### src/rtl/bitwise_lane_pkg.sv
// bitwise_lane_pkg -- shared types for the byte-serial lane deserializer.
//   state_t  : positional FSM state (which lane the next byte fills, or FULL)
//   LANES    : number of combiner input lanes fed by the deserializer
//   lane_t   : one lane word at the default lane width
//   triple_t : one complete operand triple at the default lane width
package bitwise_lane_pkg;

  localparam int LANES      = 3;
  localparam int LANE_W_DEF = 8;

  typedef enum logic [1:0] {
    L0   = 2'd0,
    L1   = 2'd1,
    L2   = 2'd2,
    FULL = 2'd3
  } state_t;

  typedef logic [LANE_W_DEF-1:0] lane_t;

  typedef struct packed {
    lane_t lane2;
    lane_t lane1;
    lane_t lane0;
  } triple_t;

endpackage

### src/rtl/bitwise_lane_out_reg.sv
// bitwise_lane_out_reg -- holding register for one complete operand triple.
//   clk, rst     : clock, async active-low reset
//   load         : capture lanes_d and raise valid_q on the next edge
//   lanes_d      : incoming triple, lane i in lanes_d[i]
//   out_ready    : consumer takes the held triple
//   lanes_q      : held triple, unchanged except on load
//   valid_q      : triple held
//   deliver      : valid_q & out_ready (handshake completes this cycle)
module bitwise_lane_out_reg
  import bitwise_lane_pkg::*;
#(
  parameter int W = 8
) (
  input  logic                      clk,
  input  logic                      rst,
  input  logic                      load,
  input  logic [LANES-1:0][W-1:0]   lanes_d,
  input  logic                      out_ready,
  output logic [LANES-1:0][W-1:0]   lanes_q,
  output logic                      valid_q,
  output logic                      deliver
);

  assign deliver = valid_q & out_ready;

  // Data only moves on load so downstream combiner inputs never glitch;
  // after a deliver the stale triple simply stays parked on the lanes.
  for (genvar g = 0; g < LANES; g++) begin : g_lane
    always_ff @(posedge clk or negedge rst) begin
      if (!rst)      lanes_q[g] <= '0;
      else if (load) lanes_q[g] <= lanes_d[g];
    end
  end

  always_ff @(posedge clk or negedge rst) begin
    if (!rst)         valid_q <= 1'b0;
    else if (load)    valid_q <= 1'b1;
    else if (deliver) valid_q <= 1'b0;
  end

endmodule

### src/rtl/bitwise_lane_deserializer.sv
// bitwise_lane_deserializer -- groups a byte stream into operand triples.
//   clk, rst            : clock, async active-low reset
//   __in0               : serial byte data
//   __in_sof            : start-of-triple marker (resyncs a partial triple)
//   __in_valid/__in_ready : input handshake
//   __out0..__out2      : registered triple, lane 0..2
//   __out_valid/__out_ready : output handshake
//   __count             : delivered triples, wraps modulo 2^CNT_W
// Optional build macro BITWISE_LANE_DESER_PARITY_EN adds __in_par (even
// parity over __in0) and __par_err (sticky per-triple mismatch flag).
module bitwise_lane_deserializer
  import bitwise_lane_pkg::*;
#(
  parameter int W     = 8,
  parameter int CNT_W = 16
) (
  input  logic             clk,
  input  logic             rst,
  input  logic [W-1:0]     __in0,
  input  logic             __in_sof,
  input  logic             __in_valid,
  output logic             __in_ready,
  output logic [W-1:0]     __out0,
  output logic [W-1:0]     __out1,
  output logic [W-1:0]     __out2,
  output logic             __out_valid,
  input  logic             __out_ready,
  output logic [CNT_W-1:0] __count
`ifdef BITWISE_LANE_DESER_PARITY_EN
  ,
  input  logic             __in_par,
  output logic             __par_err
`endif
);

  state_t                  state;
  logic [W-1:0]            lane0_q, lane1_q;
  logic                    accept, deliver, load;
  logic [LANES-1:0][W-1:0] lanes_d, lanes_q;

  // In FULL the input side only moves when the consumer drains the triple
  // in the same cycle, so the pass-through avoids a bubble.
  assign __in_ready = (state != FULL) | __out_ready;
  assign accept     = __in_valid & __in_ready;
  // A marked byte in L2 resyncs instead of completing the triple.
  assign load       = (state == L2) & accept & ~__in_sof;

  always_comb begin
    lanes_d    = '0;
    lanes_d[0] = lane0_q;
    lanes_d[1] = lane1_q;
    lanes_d[2] = __in0;
  end

  bitwise_lane_out_reg #(.W(W)) u_out_reg (
    .clk       (clk),
    .rst       (rst),
    .load      (load),
    .lanes_d   (lanes_d),
    .out_ready (__out_ready),
    .lanes_q   (lanes_q),
    .valid_q   (__out_valid),
    .deliver   (deliver)
  );

  assign __out0 = lanes_q[0];
  assign __out1 = lanes_q[1];
  assign __out2 = lanes_q[2];

  always_ff @(posedge clk or negedge rst) begin
    if (!rst) begin
      state   <= L0;
      lane0_q <= '0;
      lane1_q <= '0;
    end else begin
      unique case (state)
        L0: if (accept) begin
          lane0_q <= __in0;
          state   <= L1;
        end
        L1: if (accept) begin
          if (__in_sof) begin
            lane0_q <= __in0;
            state   <= L1;
          end else begin
            lane1_q <= __in0;
            state   <= L2;
          end
        end
        L2: if (accept) begin
          if (__in_sof) begin
            lane0_q <= __in0;
            state   <= L1;
          end else begin
            state   <= FULL;
          end
        end
        FULL: if (deliver) begin
          // A byte accepted alongside the deliver always opens the next
          // triple, regardless of its sof marker.
          if (accept) begin
            lane0_q <= __in0;
            state   <= L1;
          end else begin
            state   <= L0;
          end
        end
        default: state <= L0;
      endcase
    end
  end

  always_ff @(posedge clk or negedge rst) begin
    if (!rst)         __count <= '0;
    else if (deliver) __count <= __count + 1'b1;
  end

`ifdef BITWISE_LANE_DESER_PARITY_EN
  logic byte_perr, perr_acc;

  assign byte_perr = ^{__in0, __in_par};

  // perr_acc covers the bytes of the partial triple; it restarts on any
  // byte that lands in lane 0.
  always_ff @(posedge clk or negedge rst) begin
    if (!rst) begin
      perr_acc  <= 1'b0;
      __par_err <= 1'b0;
    end else begin
      if (accept) begin
        if (state == L0 || state == FULL || __in_sof) perr_acc <= byte_perr;
        else                                          perr_acc <= perr_acc | byte_perr;
      end
      if (load)         __par_err <= perr_acc | byte_perr;
      else if (deliver) __par_err <= 1'b0;
    end
  end
`endif

endmodule

### config.mk
export PLATFORM = sky130hd
export DESIGN_NAME = bitwise_lane_deserializer
export DESIGN_NICKNAME = d
export VERILOG_FILES = /design/src/rtl/bitwise_lane_pkg.sv /design/src/rtl/bitwise_lane_out_reg.sv /design/src/rtl/bitwise_lane_deserializer.sv
export SDC_FILE = /design/constraint.sdc
export NUM_CORES = 1
export LEC_CHECK = 0
export CORE_UTILIZATION = 39
export DETAILED_ROUTE_END_ITERATION = 10
export GPL_TIMING_DRIVEN = 0
export HOLD_SLACK_MARGIN = 0.06
export PLACE_DENSITY = 0.66
export SETUP_SLACK_MARGIN = 0.02
export SLEW_MARGIN = 25
export SYNTH_ARGS = -nofsm -noshare
export SYNTH_HDL_FRONTEND = slang
export SYNTH_HIERARCHICAL = 1
export SYNTH_SLANG_ARGS = --single-unit
### constraint.sdc
create_clock -name clk -period 1.5 [get_ports clk]
set_input_delay 0.3 -clock clk [delete_from_list [all_inputs] [get_ports clk]]
set_output_delay 0.3 -clock clk [all_outputs]
set_load 0.03 [all_outputs]
Yosys cells after proc, flatten, opt, wreduce, memory -nomap -nowiden --
Cells that the tools add are included.
Storage, ports and cells: register bits after elaboration 59, input bits 13, output and inout bits 42, logic and storage cells 46
Operators by class: add/subtract/negate cells 1, equality and inequality tests 10, multiplexer cells 15, bitwise logic cells 6, reductions and logical operators 6
Operators by type and width (number):
- $mux W8 | 4
- $pmux W8 S3 | 1
- $add A16 B1 Y16 const B | 1
- $mux W2 | 6
- $ne A2 B2 Y1 const B | 5
- $pmux W2 S4 | 1
- $reduce_and A3 Y1 | 2
- $and A1 B1 Y1 | 4
- $eq A2 B2 Y1 const B | 2
- $ne A2 B1 Y1 const B | 2
- $reduce_and A4 Y1 | 1
- $mux W1 | 3
- $eq A2 B1 Y1 const B | 1
- $logic_not A2 Y1 | 1
- $reduce_bool A2 Y1 | 1
- $reduce_or A2 Y1 | 1
- $not A1 Y1 | 1
- $or A1 B1 Y1 | 1

Logic depth before layout (Yosys ltp) --
Gate-level depths: netlist of the first run.
word-level depth 6, mapped depth 6, gate-level depth less buffers 5

Hierarchy --
Netlist of the first run, hierarchy kept.
By module, submodules not included:
- bitwise_lane_deserializer | times used 1, cells an instance 116, area an instance 1594.0 um^2, sequential area each 850.8 um^2
- bitwise_lane_out_reg | times used 1, cells an instance 55, area an instance 1036.0 um^2, sequential area each 625.6 um^2

Least setup slack after synthesis of the first run --
Ideal clock, no wire load.
path kind register -> register, from reg state[0], to reg u_out_reg/lanes_q[10] (netlist bit), library setup time 125 ps, data arrival time 1721 ps, data required time 1375 ps, path slack -347 ps, cell stages (with the launch flop) 7, path buffers 2, period minus slack after synthesis 1847 ps, path through dfrtp_1 ha_1 nand2b_1 and4b_1 buf_6 buf_12 mux2_4
Between the ends: longest elaborated chain between the ends 5, elaborated cells between the ends (all ways) 6, those cells by class 2 x eq/ne; 4 x bitwise
Ends and longest elaborated chain:
- from (decl) | RTL line bitwise_lane_deserializer.sv:36 | state_t state;
- from (signal assigned) | RTL line bitwise_lane_deserializer.sv:72 | state <= L0;
- from (signal assigned) | RTL line bitwise_lane_deserializer.sv:79 | state <= L1;
- from (signal assigned) | RTL line bitwise_lane_deserializer.sv:84 | state <= L1;
- $ne A2 B2 Y1 | RTL line bitwise_lane_deserializer.sv:43 | assign __in_ready = (state != FULL) | __out_ready;
- $or A1 B1 Y1 | RTL line bitwise_lane_deserializer.sv:43
- named net __in_ready | RTL line bitwise_lane_deserializer.sv:22 | output logic __in_ready,
- $and A1 B1 Y1 | RTL line bitwise_lane_deserializer.sv:44 | assign accept = __in_valid & __in_ready;
- $and A1 B1 Y1 (2 in a row) | RTL line bitwise_lane_deserializer.sv:46 | assign load = (state == L2) & accept & ~__in_sof;
- named net load | RTL line bitwise_lane_deserializer.sv:38 | logic accept, deliver, load;
- to (signal, indexed assignment) | RTL line bitwise_lane_out_reg.sv:31 | else if (load) lanes_q[g] <= lanes_d[g];
- to (decl) | RTL line bitwise_lane_out_reg.sv:19 | output logic [LANES-1:0][W-1:0] lanes_q,
The timed path passes the listed nets, and every way through them passes these cells. A chain may end at the register's enable or synchronous reset.

Worst setup path in the final report of the first run --
from reg state[1], to reg u_out_reg/lanes_q[21] (netlist bit)
Between the ends: longest elaborated chain between the ends 5, elaborated cells between the ends (all ways) 6, those cells by class 2 x eq/ne; 4 x bitwise
Ends and longest elaborated chain (RTL line):
- $ne A2 B2 Y1 | bitwise_lane_deserializer.sv:43
- $or A1 B1 Y1 | bitwise_lane_deserializer.sv:43
- $and A1 B1 Y1 | bitwise_lane_deserializer.sv:44
- $and A1 B1 Y1 (*) (2 in a row) | bitwise_lane_deserializer.sv:46
- named net load | bitwise_lane_deserializer.sv:38
The timed path passes the listed nets; every way through them passes the cells marked *.

==> impl_results.md, run 1 <==
- Kind of capture point of the worst setup path: register
- Final Slew Violations: 0
- Number of antenna violations at the first check in global routing: 0
- Syn-to-layout area delta: 47.38%
- Largest fanout of any net on the critical path: 5
- Remaining global-route overflow: 0
- Nets in the synthesized netlist: 190
- Global-route track usage on met2: 0.2519
- Antenna Violating Nets Remaining: 0
- Chip width: 84.12 um
- Type of the tightest min-delay check: in2async
- CTS clock-pin slew for the worst setup and hold paths: 0.07 ns
- Routed length per placed instance: 15.22 um
- Clock Power Share: 0.224
- Clock period minus final worst setup slack: 1.672 ns
- Switching power: 2.273 mW
- Full die area: 0.007076 mm^2
- Leakage dissipation: 1.935 nW
- Warnings from Yosys: 6
- TritonCTS clock tree: yes
- Count of nets after finishing: 277
- Violations in the final reports: DRC, setup timing
- Buffer depth of the longest clock path: 2
- Cell area after synthesis: 0.002630 mm^2
- Peak supply drop: 0.0009709 V
- Global-route wire length before repair: 8742 um
- Number of vias after detailed routing: 1,658
- Proportion of layout cells with a drive suffix above 1: 0.4867
- DRC violations left: 10
- Category of the most critical setup path: reg2reg
- Share of synthesized area occupied by flip-flops and latches: 0.5614
- Cell area reported after detailed placement: 0.003313 mm^2
- Area occupied by multi-input gates: 0.001260 mm^2
- Port Buf Inserts: 54
- Fraction of power consumed by combinational cells: 0.406
- Largest net degree at the start of global routing: 50
- Headroom to the max-slew limit: 0.7749
- Met3 routing resource usage after global routing: 0.05737
- Clock Skews: 0.004509 ns
- Number of setup violations in the final report: 43
- Number of global-route vias before repair: 1,693
- Cells after synthesis: 171
- Number of iterations in the first detailed-routing pass: 7
- Number of violations reported at the end of detailed-routing iteration 0: 49
- Fraction of registers with async set or reset after synthesis: 1.000
- Number of buffers created by CTS: 9
- # clock sinks: 59
- Total power density per cell area: 1753 mW/mm^2
- Overall track demand over capacity in global routing: 0.1642
- Post-placement worst setup slack: -0.4979 ns
- Most used flip-flop cell after synthesis: sky130_fd_sc_hd__dfrtp_1
- Cell Rows: 29
- Clock latency at the later pin of the worst-skew pair: 0.33 ns
- Cell types with the largest area share after synthesis: sky130_fd_sc_hd__dfrtp_1, sky130_fd_sc_hd__mux2_4, sky130_fd_sc_hd__mux2_2
- Top post-synthesis cells by count: sky130_fd_sc_hd__dfrtp_1, sky130_fd_sc_hd__mux2_2, sky130_fd_sc_hd__mux2_4
- Number of vias per cell: 4.876
- Min setup slack post-route: -0.1721 ns
- Post-DP HPWL: 3168 um
- Most heavily used metal layer in global routing: met2
- Number of antenna repair diodes: 0
- Actual slew at the worst max-slew pin: 0.3389 ns
- Area of the placeable core: 0.006422 mm^2
- Highest Clock Rate: 598.1 MHz
- Number of enable flip-flop cells after synthesis: 0
- Cell at the root of the clock tree: sky130_fd_sc_hd__clkbuf_8
- Die height: 84.12 um
- Arrival time reported for the critical path endpoint: 1.88 ns
- Worst Setup Start Kind: register
- Crit path required time: 1.71 ns
- Post-route standard cell area excluding fillers: 0.003876 mm^2
- Sw frac: 0.3344
- CTS H-tree lvls: 3
- Area fraction of the dominant cell type after synthesis: 0.5614
- Setup repair after global routing missed its margin: true
- Run status: finished with violations
- Post-synthesis cell type with the largest combined area: sky130_fd_sc_hd__dfrtp_1
- Post-synthesis area per instance: 15.38 um^2
- Maximum capacitance violations: 0
- Number of top-level pins: 55
- Most frequently used cell type in the post-synthesis netlist: sky130_fd_sc_hd__dfrtp_1
- Starting utilization of the core area: 0.4095
- Final worst-path cycle share: 1.115
- Final weighted congestion in routability-driven placement: 0.7032
- Fillers: 517
- Synth unique cells: 30
- Post-synthesis sequential element count: 59
- Internal Dissipation: 4.523 mW
- Count of final hold-check violations: 0
- Final WL: 5174 um
- Seq pwr share: 0.370
- Combined flip-flop and latch cell area: 0.001488 mm^2
- Met1 GRT Util: 0.2151
==> logic make-up after synthesis <==
logic type,after synthesis,synth area share
flops,59,0.5614
simple gates,33,0.1013
compound gates,6,0.01903
mux,43,0.2103
buf+inv,9,0.02950
xor+xnor,15,0.04995
fa+ha+maj,6,0.02854
==> final timing paths <==
| check | from | endpoint | slack (ns) | cells after the start |
|---|---|---|---|---|
| max reg2reg | state[1] | u_out_reg/lanes_q[21] | -0.17 | 7 |
| max in group asynchronous | rst | __count[0] | 0.67 | 3 |
| max | state[1] | u_out_reg/lanes_q[21] | -0.17 | 7 |
| min in group clk | __out_ready | u_out_reg/valid_q | 0.46 | 3 |
| min reg2reg | __count[15] | __count[15] | 0.47 | 1 |
| min | rst | __count[15] | 0.34 | 2 |
==> power by group through the flow <==
stage	logic, mW	registers (mW)	clock network (mW)
after floorplan	0.983	3.13	0
after global placement	2.49	2.52	0
after detailed placement	2.52	2.53	0
after CTS	2.71	2.52	1.57
after global routing	2.93	2.60	1.65
final	2.76	2.52	1.52
==> registers in the layout, summed over array words and instances, names as in the netlist <==
signal	count
u_out_reg/lanes_q	24
lane0_q	8
__count	16
lane1_q	8
u_out_reg/valid_q	1
state	2
==> final cells by class <==
type,instances,area share
buffer,3,0.01097
multi-input combinational,103,0.3250
sequential,59,0.3838
tap,77,0.02485
timing repair buffer,77,0.1953
inverter,5,0.006133
clock buffer,11,0.03389
clock inverter,5,0.02001
==> placed cells by master (no fill, tap or decap), drive strengths merged, types with 5 or more instances in the layout <==
cell           instances
dfrtp                 59
mux2                  41
dlygate4sd2           28
buf                   28
clkbuf                15
xor2                  10
clkdlybuf4s50         10
clkdlybuf4s15          9
ha                     6
nand2                  5
xnor2                  5
nand4                  5
inv                    5
nor3                   5
==> worst max-delay path: stages (launching register included) <==
cell and delay, ns:
sky130_fd_sc_hd__dfrtp_2 0.45, sky130_fd_sc_hd__ha_4 0.19, sky130_fd_sc_hd__nand2b_4 0.07, sky130_fd_sc_hd__and4b_1 0.19, sky130_fd_sc_hd__buf_6 0.14, sky130_fd_sc_hd__buf_12 0.11
sky130_fd_sc_hd__buf_12 0.11, sky130_fd_sc_hd__mux2_4 0.29
==> stage by stage <==
step / hold WS (ns) / util / power (mW) / TNS [ns] / std cells
after global placement: 0.4562 / 0.5120 / 5.003 / -127.92 / 302
final: 0.3426 / 0.6035 / 6.796 / -4.066 / 340
after global routing: 0.3444 / 0.6035 / 7.180 / -6.024 / 340
after detailed placement: 0.1520 / 0.5159 / 5.057 / -22.97 / 303
after floorplan: 0.004409 / - / 4.114 / -3.085 / 171
after CTS: 0.3342 / 0.5971 / 6.798 / -5.011 / 335
==> routing by layer <==
| layer | part of all wire | up-vias |
|---|---|---|
| li1 | - | 775 |
| met5 | 0 | - |
| met1 | 0.45 | 834 |
| met2 | 0.48 | 40 |
| met3 | 0.049 | 9 |
| met4 | 0.015 | 0 |
==> what timing repair did <==
item                                    CTS  global route
setup buffers                            13             9
endpoints found under the setup margin   93            54
gates cloned                              2             0
gates resized for setup                  96            32
hold endpoints to repair                 10             0
hold buffers                              1             0
pin swaps                                 3             5
Note: power is estimated with default switching activity, not from simulation.
==> run 2: changes to the inputs <==
CORE_MARGIN = 2   (was default)
==> impl_results.md, run 2 (same netlist as run 1, synthesis figures left out) <==
- Post-DP HPWL: 3209 um
- Reg with most FFs: u_out_reg/lanes_q
- Die height: 86.12 um
- Critical path's largest stage delay: 0.45 ns
- Worst Setup Start Kind: register
- Port Buf Inserts: 54
- TritonCTS clock tree: yes
- Full die area: 0.007417 mm^2
- Final weighted congestion in routability-driven placement: 0.7749
- Highest-count cells in the layout ignoring fill and taps: sky130_fd_sc_hd__dfrtp_1, sky130_fd_sc_hd__mux2_4, sky130_fd_sc_hd__dlygate4sd2_1
- Maximum capacitance violations: 0
- Number of vias after detailed routing: 1,635
- Setup repair after global routing missed its margin: true
- Chip width: 86.12 um
- Actual slew at the worst max-slew pin: 0.3693 ns
- Number of antenna repair diodes: 0
- Number of buffers created by CTS: 9
- Run status: finished with violations
- Number of antenna violations at the first check in global routing: 0
- Cells traversed along the worst timing path: buf_6 -> ha_4 -> and4b_1 -> buf_6 -> clkbuf_16 -> mux2_4
- Largest net degree at the start of global routing: 34
- Final worst-path cycle share: 1.104
- Number of top-level pins: 55
- Sum Neg Setup Slack: -4.472 ns
- Area of the placeable core: 0.006422 mm^2
- Antenna Violating Nets Remaining: 0
- Number of iterations in the first detailed-routing pass: 4
- Number of vias per cell: 4.881
- Count of final hold-check violations: 0
- Clock Skews: 0.007109 ns
- Clock period minus final worst setup slack: 1.656 ns
- Category of the most critical setup path: reg2reg
- Number of setup violations in the final report: 43
- Final design utilization: 0.5954
- Arrival time reported for the critical path endpoint: 1.88 ns
- Largest fanout of any net on the critical path: 5
- Crit path max-delay cell type: sky130_fd_sc_hd__dfrtp_2
- Highest Clock Rate: 603.7 MHz
- Kind of capture point of the worst setup path: register
- Headroom to the max-slew limit: 0.7538
- Cell at the root of the clock tree: sky130_fd_sc_hd__clkbuf_8
- Peak supply drop: 0.001108 V
- Number of violations reported at the end of detailed-routing iteration 0: 41
- Total power density per cell area: 1808 mW/mm^2
- DRC violations left: 0
- Remaining global-route overflow: 0
- Cell Rows: 29
- CP most frequent cell: sky130_fd_sc_hd__buf_6
- Routed length per placed instance: 15.43 um
- Leakage dissipation: 1.882 nW
- Overall track demand over capacity in global routing: 0.1493
- Violations in the final reports: setup timing
- Flip-flop count of the largest register, all copies and words added: 24
- Crit path required time: 1.72 ns
- Most common library cell in the layout ignoring fill and taps: sky130_fd_sc_hd__dfrtp_1
- CTS clock-pin slew for the worst setup and hold paths: 0.08 ns
- Global-route wire length before repair: 8390 um
- Buffer depth of the longest clock path: 2
- Final WL: 5169 um
- Min setup slack post-route: -0.1564 ns
- CTS H-tree lvls: 3
- Starting utilization of the core area: 0.4095
- Syn-to-layout area delta: 45.39%
- Worst-case hold slack: 0.4129 ns
- Fillers: 519
- Final Slew Violations: 0
- # clock sinks: 59
- Clock latency at the later pin of the worst-skew pair: 0.33 ns
- Registers with the highest flip-flop counts: u_out_reg/lanes_q x24, __count x16
- Count of nets after finishing: 272
- Number of global-route vias before repair: 1,635
- Proportion of layout cells with a drive suffix above 1: 0.4729
- Type of the tightest min-delay check: in2async
## run 2: cell types whose count changed in the layout (fill, tap and decap cells not counted), sizes merged
cell / delta
buf: -7
clkinv: +2
clkinvlp: -1
inv: +1
## run 2: repair_timing
item | in CTS | in global routing
endpoints found under the hold margin | 26 | 0
hold buffers | 1 | 0
gates resized for setup | 91 | 27
buffers inserted | 6 | 7
cloned | 1 | 1
pin swaps | 4 | 7
setup endpoints to repair | 92 | 55
## run 2: worst paths after layout
path	end	cells after the start	start	slack (ns)
setup reg to reg	u_out_reg/lanes_q[18]	6	state[1]	-0.16
max in group asynchronous	u_out_reg/valid_q	3	rst	0.59
min in group clk	__count[15]	1	__count[15]	0.46
setup / recovery	u_out_reg/lanes_q[18]	6	state[1]	-0.16
hold / removal	u_out_reg/lanes_q[9]	2	rst	0.41
hold reg to reg	__count[15]	1	__count[15]	0.46
## run 2: power breakdown
part | internal (mW) | switching [mW] | total, mW
Sequential | 2.17 | 0.355 | 2.52
Clock | 0.946 | 0.674 | 1.62
Combinational | 1.42 | 1.35 | 2.77
Total | 4.53 | 2.38 | 6.91
## run 2: per-layer routing
layer	vias up	routed length (um)	GRT usage
li1	773	-	-
met4	0	57	0.04762
met3	5	229	0.05486
met2	38	2462	0.2269
met5	-	0	0
met1	819	2419	0.1986
## run 2: layout make-up
class / instances / area [um^2] / share of cell area
sequential: 59 / 1486 / 0.3887
multi-input combinational: 103 / 1231 / 0.3220
timing repair buffer: 71 / 704.4 / 0.1842
clock buffer: 9 / 123.9 / 0.03240
clock inverter: 7 / 100.1 / 0.02618
tap: 77 / 96.34 / 0.02520
buffer: 4 / 62.56 / 0.01636
inverter: 5 / 18.77 / 0.004908
## run 2: stage by stage
stage	setup slack [ns]	total power [mW]	instance area [um^2]	cells
6_report	-0.1564	6.911	3824	335
5_1_grt	-0.2109	7.266	3824	335
4_1_cts	-0.1527	6.842	3727	327
3_5_place_dp	-0.4949	5.064	3306	303
3_3_place_gp	-1.991	5.011	3288	302
2_1_floorplan	-0.1210	4.114	2651	171
## run 2: critical path, delay by kind of cell (launching register included)
kind,cells,cell delay (ns)
muxes,1,0.29
and+or+nand+nor,1,0.21
adders and majority gates,1,0.15
buffers and inverters,3,0.44
DFF,1,0.45
